## src/rtl/rvga_mem_arbiter.sv

```systemverilog
// Shares one memory port between instruction fetch and data requesters, one transaction at a time.
// Data has fixed priority; a starvation counter forces a fetch grant after STARVE_LIMIT data wins.
module rvga_mem_arbiter #(
    parameter int ADDR_W       = 32,
    parameter int DATA_W       = 32,
    parameter int STARVE_LIMIT = 4
) (
    input  logic                clk_i,
    input  logic                reset_i,
    input  logic                if_req_v_i,
    input  logic [ADDR_W-1:0]   if_req_addr_i,
    output logic                if_req_ready_o,
    input  logic                if_kill_i,
    output logic                if_resp_v_o,
    output logic [DATA_W-1:0]   if_resp_data_o,
    input  logic                dm_req_v_i,
    input  logic [ADDR_W-1:0]   dm_req_addr_i,
    input  logic                dm_req_we_i,
    input  logic [DATA_W/8-1:0] dm_req_wmask_i,
    input  logic [DATA_W-1:0]   dm_req_wdata_i,
    output logic                dm_req_ready_o,
    output logic                dm_resp_v_o,
    output logic [DATA_W-1:0]   dm_resp_data_o,
    output logic                mem_req_v_o,
    output logic [ADDR_W-1:0]   mem_req_addr_o,
    output logic                mem_req_we_o,
    output logic [DATA_W/8-1:0] mem_req_wmask_o,
    output logic [DATA_W-1:0]   mem_req_wdata_o,
    input  logic                mem_req_ready_i,
    input  logic                mem_resp_v_i,
    input  logic [DATA_W-1:0]   mem_resp_data_i,
    output logic                busy_o
);
    localparam int MASK_W = DATA_W / 8;
    localparam int CNT_W  = $clog2(STARVE_LIMIT + 1);
    localparam logic [CNT_W-1:0] CNT_MAX = CNT_W'(STARVE_LIMIT);

    typedef enum logic [1:0] {IDLE, REQ, RESP} state_t;

    state_t            state, state_next;
    logic              owner_dm;
    logic              kill_flag;
    logic [CNT_W-1:0]  starve_cnt;
    logic [ADDR_W-1:0] req_addr;
    logic              req_we;
    logic [MASK_W-1:0] req_wmask;
    logic [DATA_W-1:0] req_wdata;
    logic [DATA_W-1:0] if_data;
    logic [DATA_W-1:0] dm_data;
    logic              if_pulse;
    logic              dm_pulse;
    logic              if_eligible;
    logic              grant_dm;
    logic              grant_if;
    logic              mem_accept;
    logic              resp_take;

    // Grants are only issued from IDLE and never while reset is held, so ready stays low in reset.
    always_comb begin
        if_eligible = if_req_v_i & ~if_kill_i;
        grant_dm    = 1'b0;
        grant_if    = 1'b0;
        if (state == IDLE && !reset_i) begin
            if (dm_req_v_i && !(if_eligible && starve_cnt == CNT_MAX)) begin
                grant_dm = 1'b1;
            end else if (if_eligible) begin
                grant_if = 1'b1;
            end
        end
        mem_accept = (state == REQ) && mem_req_ready_i;
        resp_take  = (state == RESP) && mem_resp_v_i;
        state_next = state;
        case (state)
            IDLE:    if (grant_dm || grant_if) state_next = REQ;
            REQ:     if (mem_accept) state_next = RESP;
            RESP:    if (resp_take) state_next = IDLE;
            default: state_next = IDLE;
        endcase
    end

    always_ff @(posedge clk_i) begin
        if (reset_i) begin
            state      <= IDLE;
            owner_dm   <= 1'b0;
            kill_flag  <= 1'b0;
            starve_cnt <= '0;
            req_addr   <= '0;
            req_we     <= 1'b0;
            req_wmask  <= '0;
            req_wdata  <= '0;
            if_data    <= '0;
            dm_data    <= '0;
            if_pulse   <= 1'b0;
            dm_pulse   <= 1'b0;
        end else begin
            state    <= state_next;
            if_pulse <= resp_take && !owner_dm && !kill_flag && !if_kill_i;
            dm_pulse <= resp_take && owner_dm;
            if (grant_dm) begin
                owner_dm  <= 1'b1;
                req_addr  <= dm_req_addr_i;
                req_we    <= dm_req_we_i;
                req_wmask <= dm_req_wmask_i;
                req_wdata <= dm_req_wdata_i;
                if (!if_req_v_i) begin
                    starve_cnt <= '0;
                end else if (starve_cnt != CNT_MAX) begin
                    starve_cnt <= starve_cnt + CNT_W'(1);
                end
            end else if (grant_if) begin
                owner_dm   <= 1'b0;
                req_addr   <= if_req_addr_i;
                req_we     <= 1'b0;
                req_wmask  <= '0;
                req_wdata  <= '0;
                starve_cnt <= '0;
            end
            // A killed fetch still completes on the memory side; only its response pulse is dropped.
            if (state != IDLE && !owner_dm && if_kill_i) begin
                kill_flag <= 1'b1;
            end
            if (resp_take) begin
                kill_flag <= 1'b0;
                if (owner_dm) begin
                    dm_data <= mem_resp_data_i;
                end else begin
                    if_data <= mem_resp_data_i;
                end
            end
        end
    end

`ifndef SYNTHESIS
    // Responses outside RESP are legal only for a request that reset abandoned after memory took it.
    logic mem_outstanding;
    always_ff @(posedge clk_i) begin
        if (mem_accept && !reset_i) begin
            mem_outstanding <= 1'b1;
        end else if (mem_resp_v_i) begin
            mem_outstanding <= 1'b0;
        end
        if (!reset_i && mem_resp_v_i) begin
            assert (state == RESP || mem_outstanding);
        end
    end
`endif

    assign if_req_ready_o  = grant_if;
    assign dm_req_ready_o  = grant_dm;
    assign mem_req_v_o     = (state == REQ);
    assign mem_req_addr_o  = req_addr;
    assign mem_req_we_o    = req_we;
    assign mem_req_wmask_o = req_wmask;
    assign mem_req_wdata_o = req_wdata;
    assign if_resp_v_o     = if_pulse;
    assign if_resp_data_o  = if_data;
    assign dm_resp_v_o     = dm_pulse;
    assign dm_resp_data_o  = dm_data;
    assign busy_o          = (state != IDLE);

endmodule

```

## config.mk

```make
export PLATFORM = sky130hd
export DESIGN_NAME = rvga_mem_arbiter
export DESIGN_NICKNAME = d
export VERILOG_FILES = /design/src/rtl/rvga_mem_arbiter.sv
export SDC_FILE = /design/constraint.sdc
export NUM_CORES = 1
export LEC_CHECK = 0
export CORE_MARGIN = 10
export CORE_UTILIZATION = 40
export CTS_BUF_LIST = sky130_fd_sc_hd__clkbuf_8
export CTS_CLUSTER_DIAMETER = 50
export DETAILED_ROUTE_END_ITERATION = 7
export HOLD_SLACK_MARGIN = 0.1
export PLACE_DENSITY = 0.82
export SYNTH_ARGS = -nofsm -noshare
export SYNTH_HDL_FRONTEND = slang
export SYNTH_SLANG_ARGS = --single-unit
```

## constraint.sdc

```tcl
create_clock -name clk_i -period 2.35 [get_ports clk_i]
set_input_delay 0.47 -clock clk_i [delete_from_list [all_inputs] [get_ports clk_i]]
set_output_delay 0.47 -clock clk_i [all_outputs]
set_load 0.05 [all_outputs]
```

==> impl_metrics.tcl <==
set metrics [dict create \
    htree_num_levels 4 \
    grt_pass1_vias 5130 \
    ir_drop_mv 0.457 \
    start_util_pct 40.9 \
    antenna_cells 0 \
    clkSlewWorstSetupHoldPaths_ns 0.08 \
    grt_usage_pct 20.5 \
    hp-class "reg -> reg" \
    syn_area_sq_mm 0.00518 \
    vias_per_cell 4.90 \
    hold_path_end "if_resp_v_o$_SDFF_PP0_" \
    min_from "kill_flag$_SDFFE_PP0P_" \
    boundaryPins 279 \
    finalSetupViolCount 0 \
    p_leak_nw 3.11 \
    clk_latency_ns 0.44 \
    first_pass_iters 4 \
    clk_path_buf_depth 2 \
    cellPowerDensity_mw_per_mm2 666 \
    p_seq_share_pct 44.7 \
    relSlewSlack_pct 49.2 \
    antenna_found_initial 0 \
    r2r-end "mem_req_addr_o[26]$_SDFFE_PP0P_" \
    max_freq_mhz 458 \
    drt_drc_violations_left 0 \
    cts_setup_buffers 0 \
    hold_depth 1 \
    cp-end-kind "output pin" \
    yosysWarningCount 0 \
    grt_first_pass_wirelength_um 29200 \
    required_ns 1.88 \
    tightest_slew_ns 0.762 \
    p_sw_share_pct 28.9 \
    synth_area_leaders "dfxtp_1 (55%), nand2_1 (13%), a22oi_1 (8.0%)" \
    core_sq_mm 0.0127 \
    synth_seq_cells 142 \
    die_area_sq_mm 0.0179 \
    initialDrtViolationCount 323 \
    cts-root-buf "clkbuf_8" \
    async_flop_share_pct 0 \
    die_w_um 134 \
    syn_nets 759 \
    finalHoldViolCount 0 \
    syn_area_per_cell_sq_um 8.39 \
    synth_top_area_share_pct 54.9 \
    grt_max_degree 71 \
    p_sw_mw 1.65 \
    ff2ff_path_depth 8 \
    totalWireLength_um 19100 \
    rsz0062_at_grt "false" \
    worst-path-max-fanout 8 \
    yosysSeqAreaShare_pct 54.9 \
    period_minus_slack_ns 2.18 \
    synthCells 617 \
    cts.sinks 142 \
    arrival_ns 1.71 \
    ys.flop_type "dfxtp_1" \
    path_class "reg -> out" \
    yosysTopAreaCell "dfxtp_1" \
    numCtsBuffers 17 \
    fin_nets 1027 \
    maxCapViolCount 0 \
    start_kind "flip-flop" \
    drv_slew 0 \
    area_growth_pct 65.8 \
    synth_edf_count 0 \
    rows 41 \
    r2r_slack_ns 0.53 \
    status "completed" \
    vias 5240 \
    die_h_um 134 \
    setup_ws_ns 0.168 \
    finalWeightedCongestion 0.799 \
    clkPwrFrac_pct 35.6 \
    cts_tree "built" \
    ant_nets 0 \
    dpl.hpwl_um 14000 \
    dp_slack_ns 0.126 \
    synth_cell_type_count 35 \
    overflow 0 \
    r2r_start "starve_cnt[0]$_SDFFE_PP0P_" \
    port_buffers 278 \
    fin_worst_skew_ns 0.00836 \
    drive_above_1_share_pct 7.13 \
    post-route-period-util_pct 92.9 \
    internal_power_mw 4.06 \
    wl_per_cell_um 17.8 \
    combPwrFrac_pct 19.6 \
    fin_setup_tns_ns 0 \
]
-- metrics by stage --
step	utilization, %	total power, mW	hold slack [ns]	std cells	area, sq um
5_1_grt	67.7	5.95	0.447	1070	8580
3_5_place_dp	64.4	3.74	0.421	1038	8170
3_3_place_gp	64.4	3.72	0.410	1038	8170
6_report	67.7	5.72	0.432	1070	8580
4_1_cts	67.7	5.78	0.432	1070	8580
2_1_floorplan	-	3.21	0.398	617	5180
-- critical path, stage by stage (launching register included) --
cell and delay (ns):
dfxtp_1 0.31, buf_4 0.15, or3_4 0.40, a211oi_4 0.23, buf_12 0.18
-- synth_stat cells, types with 3 or more instances --
library cell,n
buf_4,4
inv_1,4
clkbuf_1,25
nor2b_1,4
nand2_1,183
buf_2,16
a22oi_1,55
dfxtp_1,142
a21oi_1,80
a31oi_1,3
nor2_1,57
a211oi_1,14
-- worst max-delay path by stage --
stage / startpoint / to / slack (ns) / depth (start not counted)
after CTS: state[1]$_SDFFE_PP0P_ / mem_req_v_o / 0.05 / 2
after global routing: starve_cnt[0]$_SDFFE_PP0P_ / dm_req_ready_o / 0.06 / 6
after detailed placement: if_kill_i / mem_req_addr_o[26]$_SDFFE_PP0P_ / 0.13 / 7
after global placement: if_kill_i / mem_req_addr_o[25]$_SDFFE_PP0P_ / 0.22 / 7
after floorplan: reset_i / dm_req_ready_o / 0.43 / 5
final: state[0]$_SDFFE_PP0P_ / if_req_ready_o / 0.17 / 4
-- state kept, by name, indices dropped and copies added, names as in the netlist --
register         count
mem_req_we_o         1
kill_flag            1
dm_resp_v_o          1
state                2
owner_dm             1
starve_cnt           3
mem_req_addr_o      32
dm_resp_data_o      32
if_resp_v_o          1
mem_req_wmask_o      4
if_resp_data_o      32
mem_req_wdata_o     32
-- kinds of logic after synthesis --
kind of cell,synth area share (%)
AOI/OAI and AO/OA,20.1
adders and majority gates,0.483
buffers and inverters,4.74
DFF,54.9
and+or+nand+nor,19.8
-- metal layers --
metal / up-vias / GRT usage, % / share of wire (%)
met5: - / 0 / 0
met4: 0 / 6.65 / 2.0
met3: 23 / 8.18 / 7.3
met2: 164 / 35.1 / 51
met1: 2440 / 22.6 / 40
li1: 2613 / - / -
-- layout make-up --
| class | instances | area [sq um] |
|---|---|---|
| flip-flops and latches | 142 | 2840 |
| repair buffers | 296 | 3000 |
| fillers | 1022 | 4090 |
| clock buffers | 18 | 248 |
| clock inverters | 14 | 166 |
| inverters | 5 | 18.8 |
| well taps | 172 | 215 |
| multi-input cells | 423 | 2100 |
-- power by group through the flow --
| stage | clock [mW] | sequential [mW] | combinational (mW) |
|---|---|---|---|
| CTS | 2.09 | 2.56 | 1.13 |
| floorplan | 0 | 2.92 | 0.283 |
| finish | 2.04 | 2.56 | 1.12 |
| detailed placement | 0 | 2.61 | 1.12 |
| global placement | 0 | 2.61 | 1.11 |
| global route | 2.20 | 2.57 | 1.18 |
-- placed cells by master (no fill, tap or decap), drive strengths merged, types with 5 or more instances in the layout --
master / n
dfxtp: 142
inv: 7
nor2: 58
a21oi: 80
nand2: 183
buf: 22
clkdlybuf4s50: 273
a211oi: 15
clkbuf: 18
a22oi: 55
clkinv: 5
-- what timing repair did --
| action | 4_1_cts | 5_1_grt |
|---|---|---|
| setup endpoints to repair | 0 | 2 |
| hold buffers | 0 | 0 |
| resized for setup | 0 | 2 |
Note: power is estimated with default switching activity, not from simulation.
